$ cat src/rtl/fp_exe_arb.sv
// fp_exe_arb: two-port round-robin arbiter and sequencer in front of a single fp_exe unit.
// Operands are registered on grant and held until the next grant; results return to the
// owning port as a one-cycle pulse, or as an error pulse if the watchdog expires.
module fp_exe_arb #(
  parameter int unsigned TIMEOUT = 63,
  parameter int unsigned CNTW    = 10
) (
  input  logic        clock,
  input  logic        reset,
  // Port 0 request
  input  logic        req0_valid,
  output logic        req0_ready,
  input  logic [31:0] req0_data1,
  input  logic [31:0] req0_data2,
  input  logic [31:0] req0_data3,
  input  logic [15:0] req0_op,
  input  logic [1:0]  req0_fmt,
  input  logic [2:0]  req0_rm,
  // Port 1 request
  input  logic        req1_valid,
  output logic        req1_ready,
  input  logic [31:0] req1_data1,
  input  logic [31:0] req1_data2,
  input  logic [31:0] req1_data3,
  input  logic [15:0] req1_op,
  input  logic [1:0]  req1_fmt,
  input  logic [2:0]  req1_rm,
  // Responses
  output logic        rsp0_valid,
  output logic [31:0] rsp0_result,
  output logic [4:0]  rsp0_flags,
  output logic        rsp0_err,
  output logic        rsp1_valid,
  output logic [31:0] rsp1_result,
  output logic [4:0]  rsp1_flags,
  output logic        rsp1_err,
  // fp_exe interface
  output logic        exe_enable,
  output logic [31:0] exe_data1,
  output logic [31:0] exe_data2,
  output logic [31:0] exe_data3,
  output logic [15:0] exe_op,
  output logic [1:0]  exe_fmt,
  output logic [2:0]  exe_rm,
  input  logic [31:0] exe_result,
  input  logic [4:0]  exe_flags,
  input  logic        exe_ready,
  output logic        busy
);

  typedef enum logic [1:0] {StIdle, StIssue, StWait, StDone} state_e;

  state_e            state_q, state_d;
  logic              prio_q, owner_q;
  logic [CNTW-1:0]   count_q;
  logic [31:0]       data1_q, data2_q, data3_q, result_q;
  logic [15:0]       op_q;
  logic [1:0]        fmt_q;
  logic [2:0]        rm_q;
  logic [4:0]        flags_q;
  logic              err_q;
  logic              grant, grant_id, timeout;

  // Arbitration: only in IDLE and never while reset is asserted; ties go to prio_q.
  always_comb begin
    grant    = (state_q == StIdle) && !reset && (req0_valid || req1_valid);
    grant_id = (req0_valid && req1_valid) ? prio_q : req1_valid;
    timeout  = (state_q == StWait) && (count_q == CNTW'(TIMEOUT - 1));
  end

  // State register.
  always_ff @(posedge clock) begin
    if (reset) state_q <= StIdle;
    else       state_q <= state_d;
  end

  // Next-state logic; exe_ready is only looked at in ISSUE and WAIT.
  always_comb begin
    state_d = state_q;
    unique case (state_q)
      StIdle:  if (grant) state_d = StIssue;
      StIssue: state_d = exe_ready ? StDone : StWait;
      StWait:  if (exe_ready || timeout) state_d = StDone;
      StDone:  state_d = StIdle;
      default: state_d = StIdle;
    endcase
  end

  // Datapath: operand capture on grant, watchdog count, result capture.
  always_ff @(posedge clock) begin
    if (reset) begin
      prio_q   <= 1'b0;
      owner_q  <= 1'b0;
      count_q  <= '0;
      data1_q  <= '0;
      data2_q  <= '0;
      data3_q  <= '0;
      op_q     <= '0;
      fmt_q    <= '0;
      rm_q     <= '0;
      result_q <= '0;
      flags_q  <= '0;
      err_q    <= 1'b0;
    end else begin
      if (grant) begin
        prio_q  <= ~grant_id;
        owner_q <= grant_id;
        data1_q <= grant_id ? req1_data1 : req0_data1;
        data2_q <= grant_id ? req1_data2 : req0_data2;
        data3_q <= grant_id ? req1_data3 : req0_data3;
        op_q    <= grant_id ? req1_op    : req0_op;
        fmt_q   <= grant_id ? req1_fmt   : req0_fmt;
        rm_q    <= grant_id ? req1_rm    : req0_rm;
      end
      if (state_q == StIssue)     count_q <= '0;
      else if (state_q == StWait) count_q <= count_q + CNTW'(1);
      // A real completion beats the watchdog in the same cycle.
      if ((state_q == StIssue || state_q == StWait) && exe_ready) begin
        result_q <= exe_result;
        flags_q  <= exe_flags;
        err_q    <= 1'b0;
      end else if (timeout) begin
        result_q <= '0;
        flags_q  <= '0;
        err_q    <= 1'b1;
      end
    end
  end

  // Outputs: handshakes, held exe operands, and owner-gated response buses.
  always_comb begin
    req0_ready  = grant && !grant_id;
    req1_ready  = grant && grant_id;
    exe_enable  = (state_q == StIssue);
    exe_data1   = data1_q;
    exe_data2   = data2_q;
    exe_data3   = data3_q;
    exe_op      = op_q;
    exe_fmt     = fmt_q;
    exe_rm      = rm_q;
    busy        = (state_q != StIdle);
    rsp0_valid  = (state_q == StDone) && !owner_q;
    rsp1_valid  = (state_q == StDone) && owner_q;
    rsp0_result = rsp0_valid ? result_q : '0;
    rsp0_flags  = rsp0_valid ? flags_q  : '0;
    rsp0_err    = rsp0_valid ? err_q    : 1'b0;
    rsp1_result = rsp1_valid ? result_q : '0;
    rsp1_flags  = rsp1_valid ? flags_q  : '0;
    rsp1_err    = rsp1_valid ? err_q    : 1'b0;
  end

endmodule

$ cat config.mk
export PLATFORM = sky130hd
export DESIGN_NAME = fp_exe_arb
export DESIGN_NICKNAME = d
export VERILOG_FILES = /design/src/rtl/fp_exe_arb.sv
export SDC_FILE = /design/constraint.sdc
export NUM_CORES = 1
export LEC_CHECK = 0
export CORE_AREA = 3 3 184 186
export CTS_CLUSTER_DIAMETER = 30
export DETAILED_ROUTE_END_ITERATION = 7
export DIE_AREA = 0 0 187 189
export PLACE_DENSITY_LB_ADDON = 0.3
export SLEW_MARGIN = 0
export SYNTH_ARGS = -nofsm -noshare
export SYNTH_HDL_FRONTEND = slang
export SYNTH_SLANG_ARGS = --single-unit
$ cat constraint.sdc
create_clock -name clock -period 2 [get_ports clock]
set_input_delay 0.6 -clock clock [delete_from_list [all_inputs] [get_ports clock]]
set_output_delay 0.6 -clock clock [all_outputs]
set_load 0.05 [all_outputs]
---- Word level (Yosys, flattened, before mapping) ----
Index checks and enable logic that the tools add are counted.
word-level totals
  logic and storage cells ................. 63
  output and inout port bits .............. 199
  bits in registers ....................... 169
  bits of input ports ..................... 276
operators by class
  equality and inequality tests ........... 6
  bitwise gates (word level) .............. 1
  reduce and logical (&&, ||, !) cells .... 21
  multiplexer cells ....................... 21
  $add $sub $neg .......................... 1
operators by type and width
  cell                     number
  $mux W32                 7
  $mux W5                  4
  $mux W16                 1
  $add A10 B1 Y10 const B  1
  $eq A10 B6 Y1 const B    1
  $logic_and A1 B1 Y1      9
  $pmux W2 S4              1
  $mux W2                  3
  $eq A2 B2 Y1 const B     2
  $mux W1                  4
  $ne A2 B2 Y1 const B     2
  $reduce_bool A2 Y1       2
  $reduce_or A2 Y1         2
  $logic_not A1 Y1         3
  $logic_or A1 B1 Y1       3
  $mux W3                  1
  $eq A2 B1 Y1 const B     1
  $logic_not A2 Y1         1
  $reduce_and A2 Y1        1
  $not A1 Y1               1

---- Logic depth before layout (Yosys ltp) ----
Gate-level depths: netlist of the first run.
  word-level depth ........................ 5
  mapped depth ............................ 9
  mapped depth without buffers ............ 6

---- Worst setup path after synthesis of the first run ----
Ideal clock, no wire load.
  path type ............................... flip-flop to output port
  start point ............................. reg state_q[1]
  end point ............................... out rsp0_flags[0]
  setup slack ............................. -0.451 ns
  arrival time ............................ 1.851 ns
  path buffers ............................ 1
  data required time ...................... 1.400 ns
  cell stages (with the launch flop) ...... 5
  cell sequence ........................... dfxtp_1 > ha_1 > nor2b_1 > clkbuf_1 > and2_1
on the way
  longest elaborated chain between the ends .. 3
ends and longest elaborated chain
  element                 RTL line  RTL
  from (decl)             53        state_e state_q, state_d;
  from (signal assigned)  73        if (reset) state_q <= StIdle;
  from (signal assigned)  74        else state_q <= state_d;
  $eq A2 B2 Y1            142       rsp0_valid = (state_q == StDone) && !owner_q;
  $logic_and A1 B1 Y1     142
  named net rsp0_valid    29        output logic rsp0_valid,
  $mux W5                 145       rsp0_flags = rsp0_valid ? flags_q : '0;
  to (decl)               31        output logic [4:0] rsp0_flags,
The timed path passes the listed nets, and every way through them passes these cells.

---- Worst setup path in the final report of the first run ----
  start point ............................. reg state_q[1]
  end point ............................... out rsp0_result[10]
on the way
  longest elaborated chain between the ends .. 3
ends and longest elaborated chain
  element              RTL line  RTL
  $eq A2 B2 Y1         142
  $logic_and A1 B1 Y1  142
  $mux W32             144       rsp0_result = rsp0_valid ? result_q : '0;
  to (decl)            30        output logic [31:0] rsp0_result,
No other way between the ends.

==> impl_metrics.tcl, run 1 <==
set metrics [dict create \
    io_pins 475 \
    cts_made_buffers 17 \
    utilization_pct 42.3 \
    grt_max_degree 82 \
    cts-root-buf "clkbuf_16" \
    peakVddDrop_mv 0.532 \
    cp_data_required_time_ns 1.40 \
    gp_congestion 0.807 \
    switching_power_mw 5.62 \
    design_area_sq_um 13700 \
    fp.coreArea_sq_um 32500 \
    seqPwrFrac_pct 31.7 \
    hold_class "reg -> reg" \
    crit_chain "ha_4 > nor2b_4 > buf_6 > clkbuf_16 > and2_4 > buf_12" \
    final_cell_mix "clkdlybuf4s50_1 (272), dfxtp_1 (167), buf_4 (141)" \
    portBuffers 474 \
    p_leak_nw 5.51 \
    wl_um 32900 \
    cp_num_buf_inv 3 \
    worst_pin_slew_ns 0.956 \
    worstPathMaxFanout 5 \
    crit_path_max_incr_delay_ns 0.37 \
    routedWlPerCell_um 19.7 \
    worst_setup_path_end_kind "output port" \
    p_int_mw 8.21 \
    total_power_mw 13.8 \
    synth_nets 1031 \
    worst_slack_ns -0.285 \
    hpwlAfterDp_um 23300 \
    fill_cells 3201 \
    drt_pass1_iterations 8 \
    clock-sinks 169 \
    setup_violations 82 \
    die_area_sq_um 35300 \
    whs_ns 0.475 \
    finalCritPeriodShare_pct 114 \
    switching_share_pct 40.6 \
    vias 7990 \
    rows 66 \
    slew_headroom_pct 36.2 \
    htreeDepth 4 \
    ctsHoldBuffers 0 \
    ys_warn_count 0 \
    crit_family "buffers and inverters" \
    synth_seq_area_share_pct 49.4 \
    crit_start "state_q[1]" \
    start_util_pct 21.1 \
    nets 1492 \
    holdCritStartpoint "err_q" \
    ant_nets 0 \
    avgViaCountPerCell 4.80 \
    yosysUniqueCellTypes 36 \
    track_usage_pct 17.4 \
    path_clk_slew_ns 0.07 \
    max_cap_violations 0 \
    powerDensity_nw_per_um2 1010 \
    clkPwrFrac_pct 22.8 \
    crit_slowest_cell "dfxtp_4" \
    syn_to_final_growth_pct 101 \
    cts_buffer_depth 2 \
    overflow 0 \
    start_kind "register" \
    die_y_um 189 \
    combPwrFrac_pct 45.6 \
    finClkSkew_ns 0.0123 \
    drc 14 \
    placed_area_sq_um 12900 \
    dr.first_iter.drc_count 771 \
    antenna_found_initial 2 \
    layout_commonest_cell "clkdlybuf4s50_1" \
    status "complete, but fails checks" \
    finalMaxSlewViolations 0 \
    grt_pass1_vias 8020 \
    synth_area_sq_um 6840 \
    dp_slack_ns -0.527 \
    fp.dieW_um 187 \
    hold_viol 0 \
    violations "DRC, setup timing" \
    worstPathArrival_ns 1.69 \
    avgSynthCellArea_sq_um 9.15 \
    syn_inst 748 \
    ys_seq_elements 169 \
    drive_gt1_share_pct 28.3 \
    grt_pass1_wl_um 48200 \
    critPathKind "reg -> out" \
    cts_tree "done" \
    fmax_ghz 0.438 \
    rsz0062_at_grt "yes" \
    period_needed_ns 2.29 \
    rr_startpoint "state_q[0]" \
    clock_latency_ns 0.43 \
]
## Yosys cell counts, drive strengths merged
cell type / number / area [sq um]
nor2b: 5 / 31.3
a2111oi: 2 / 17.5
or4: 1 / 7.51
xor2: 5 / 43.8
xnor2: 3 / 26.3
ha: 7 / 87.6
clkbuf: 52 / 195
and2: 41 / 257
a221oi: 1 / 8.76
a211oi: 3 / 22.5
o21ai: 3 / 18.8
buf: 29 / 148
dfxtp: 169 / 3380
inv: 6 / 22.5
a211o: 1 / 8.76
and3: 40 / 250
nand2: 43 / 161
and4b: 1 / 10.0
nand3: 38 / 190
a21oi: 38 / 190
and4: 1 / 8.76
nor3: 3 / 15.0
a222oi: 117 / 1170
nor2: 128 / 480
nand2b: 1 / 6.26
nand4: 4 / 31.3
or2: 1 / 6.26
a221o: 1 / 10.0
or3: 1 / 6.26
nor4b: 1 / 8.76
nor4: 2 / 18.8
## final timing paths
kind                                         to  slack (ns)  cells past startpoint
worst min register to register            err_q        0.47                      2
worst max register to register       state_q[1]        0.06                      7
worst min-delay path                      err_q        0.47                      2
worst max-delay path            rsp0_result[10]       -0.29                      6
## layer usage
layer	vias to the layer above	wire, um	global-route usage, %
met5	-	13	0
met3	29	2840	6.17
met4	2	497	4.77
met2	375	16700	30.8
met1	3839	12900	19.9
li1	3745	-	-
## power groups by stage
stage	sequential (mW)	combinational, mW	clock (mW)
CTS	4.37	6.24	3.27
global route	4.45	6.71	3.37
global placement	4.39	5.99	0
finish	4.38	6.30	3.15
floorplan	5.69	2.17	0
detailed placement	4.41	6.04	0
## sequential cells by signal (all words and copies together), names as in the netlist
name and flops:
count_q 10, err_q 1, exe_data1 32, exe_data2 32
exe_data3 32, exe_fmt 2, exe_op 16, exe_rm 3
flags_q 5, owner_q 1, prio_q 1, result_q 32
state_q 2
## what timing repair did
item / CTS / global route
resized for setup: 46 / 13
hold endpoints to repair: 0 / 0
buffers inserted: 9 / 3
setup endpoints to repair: 143 / 123
gates cloned: 2 / 2
pin swaps: 8 / 20
## layout make-up
cell class	instances	area, sq um	share of cell area, %
antenna	2	5.00	0.0364
clock inverter	12	93.8	0.683
sequential	169	3390	24.7
inverter	6	25.0	0.182
timing repair buffer	523	5930	43.2
clock buffer	20	447	3.25
multi-input combinational	492	3290	24.0
tap	442	553	4.03
## metrics by stage
| stage | setup TNS (ns) | cells |
|---|---|---|
| after global routing | -21.61 | 1665 |
| after detailed placement | -55.27 | 1619 |
| after global placement | -52.94 | 1619 |
| after floorplan | 0 | 748 |
| after CTS | -21.09 | 1661 |
| final | -15.99 | 1666 |
## logic make-up after synthesis
family / after synthesis / share of synthesized area [%]
flops: 169 / 49.4
compound gates: 166 / 21.2
simple gates: 311 / 21.8
fa+ha+maj: 7 / 1.28
buf+inv: 87 / 5.34
xor+xnor: 8 / 1.02
## worst register-to-register path: stages, from the launching register on
cell and delay, ns:
dfxtp_4 0.36, inv_1 0.09, buf_6 0.13, ha_4 0.14, and4_4 0.23, nand4_4 0.12, and4b_1 0.23, or4_1 0.52
(Power assumes the default switching activity.)
==> run 2, diff against run 1 <==
TNS_END_PERCENT = 10   (was unset)
==> run 2 against run 1 <==
  * Fmax rose by 0.58%
  * Die area did not move
  * Critical path depth did not move
  * The flow still finishes with violations (DRC, setup timing)
  * Setup slack improved by 0.013 ns
  * Critical endpoint is now rsp0_result[13]
  * Utilization rose by 0.19 points
  * Combinational power fell by 0.6%
  * Via count rose by 2.2%
  * Register-to-register slack improved by 0.03 ns
==> impl_metrics.tcl, run 2 (same netlist as run 1, synthesis figures left out) <==
set metrics [dict create \
    status "complete, but fails checks" \
    violations "DRC, setup timing" \
    syn_to_final_growth_pct 102 \
    cp_num_buf_inv 3 \
    drive_gt1_share_pct 27.8 \
    clock-sinks 169 \
    hpwlAfterDp_um 24300 \
    rr_startpoint "state_q[1]" \
    cts_buffer_depth 2 \
    antenna_found_initial 1 \
    portBuffers 474 \
    total_power_mw 14.1 \
    design_area_sq_um 13800 \
    cts-root-buf "clkbuf_16" \
    rsz0062_at_grt "yes" \
    numPlacedInstances 1637 \
    period_needed_ns 2.27 \
    rows 66 \
    slew_headroom_pct 35.6 \
    powerDensity_nw_per_um2 1020 \
    htreeDepth 4 \
    crit_top_cell "buf_12" \
    cp_data_required_time_ns 1.40 \
    holdPathStages 2 \
    layout_commonest_cell "clkdlybuf4s50_1" \
    wl_um 33100 \
    switching_power_mw 5.60 \
    gp_congestion 0.824 \
    fp.coreArea_sq_um 32500 \
    grt_pass1_wl_um 49000 \
    avgViaCountPerCell 4.88 \
    hold_class "reg -> reg" \
    clock_latency_ns 0.44 \
    holdCritStartpoint "err_q" \
    worstPathMaxFanout 14 \
    track_usage_pct 17.8 \
    p_leak_nw 5.54 \
    finalCritPeriodShare_pct 114 \
    die_y_um 189 \
    nets 1503 \
    grt_pass1_vias 8096 \
    fill_cells 3125 \
    worst_slack_ns -0.272 \
    dr.first_iter.drc_count 845 \
    vias 8166 \
    worst_setup_path_end_kind "output port" \
    dp_slack_ns -0.454 \
    routedWlPerCell_um 19.8 \
    combPwrFrac_pct 44.4 \
    max_cap_violations 0 \
    start_kind "register" \
    r2r_end "state_q[1]" \
    cts_tree "done" \
    r2r_cells 6 \
    path_clk_slew_ns 0.07 \
    worst_pin_slew_ns 0.966 \
    cts_made_buffers 17 \
    finClkSkew_ns 0.0110 \
    min_to "err_q" \
    grt_max_degree 83 \
    drc 2 \
    die_area_sq_um 35300 \
    io_pins 475 \
    final_cells 1675 \
    ctsHoldBuffers 0 \
    crit_chain "ha_4 > nor2b_4 > buf_12 > buf_12 > and2_4 > buf_12" \
    crit_family "buffers and inverters" \
    overflow 0 \
    placed_area_sq_um 13000 \
    finalMaxSlewViolations 0 \
    multi_input_area_sq_um 3270 \
    ant_nets 0 \
    crit_slowest_cell "dfxtp_4" \
    fp.dieW_um 187 \
    seqPwrFrac_pct 31.1 \
    setup_violations 81 \
    critPathKind "reg -> out" \
    fmax_ghz 0.440 \
    start_util_pct 21.1 \
    crit_path_max_incr_delay_ns 0.36 \
    tns_ns -17.38 \
    drt_pass1_iterations 8 \
    final_cell_mix "clkdlybuf4s50_1 (272), dfxtp_1 (167), buf_4 (158)" \
    switching_share_pct 39.7 \
    hold_viol 0 \
    peakVddDrop_mv 0.655 \
    r2r_slack_ns 0.09 \
    p_int_mw 8.52 \
    seqCellArea_sq_um 3390 \
    clkPwrFrac_pct 24.6 \
    worstPathArrival_ns 1.67 \
]
## run 2: worst register-to-register path, delay by kind of cell (launching register included)
kind          cells  cell delay (ns)
buf+inv           1             0.12
fa+ha+maj         1             0.16
flops             1             0.37
simple gates      4             1.13
## run 2: worst max-delay path by stage
stage,startpoint,endpoint,slack [ns],cells after the start
after CTS,state_q[1],rsp0_flags[1],-0.33,6
after global routing,state_q[1],rsp0_result[12],-0.36,6
after floorplan,state_q[1],rsp1_flags[1],-0.07,4
final,state_q[1],rsp0_result[13],-0.27,6
after global placement,req1_valid,exe_data2[17],-0.37,6
after detailed placement,req1_valid,exe_data1[22],-0.45,6
## run 2: cell type report
class                   count  area share (%)
repair buffers            534            43.2
flip-flops and latches    169            24.6
multi-input cells         492            23.7
well taps                 442            4.01
clock buffers              18            3.11
clock inverters            13            1.24
inverters                   6           0.181
diodes                      1          0.0181
## run 2: power groups by stage
| stage | Sequential, mW | Combinational [mW] | Clock (mW) |
|---|---|---|---|
| 6_report | 4.38 | 6.26 | 3.47 |
| 2_1_floorplan | 5.69 | 2.16 | 0 |
| 3_3_place_gp | 4.39 | 6.11 | 0 |
| 5_1_grt | 4.46 | 6.67 | 3.70 |
| 4_1_cts | 4.37 | 6.31 | 3.59 |
| 3_5_place_dp | 4.41 | 6.18 | 0 |
## run 2: timing repair
item | CTS | global route
hold endpoints to repair | 0 | 0
buffers inserted | 4 | 1
resized for setup | 42 | 10
endpoints found under the setup margin | 84 | 160
pin swaps | 27 | 7
cloned | 1 | 0
## run 2: per-stage QoR
stage	hold slack (ns)	util, %
after floorplan	0.438	-
after global placement	0.456	39.9
after detailed placement	0.462	39.9
after CTS	0.476	42.4
after global routing	0.501	42.5
final	0.476	42.5
## run 2: routing by layer
| metal | GRT usage (%) | share of wire (%) |
|---|---|---|
| met1 | 20.3 | 38 |
| met2 | 30.8 | 51 |
| met3 | 5.35 | 8.0 |
| met4 | 8.05 | 3.2 |
| met5 | 0 | 0 |
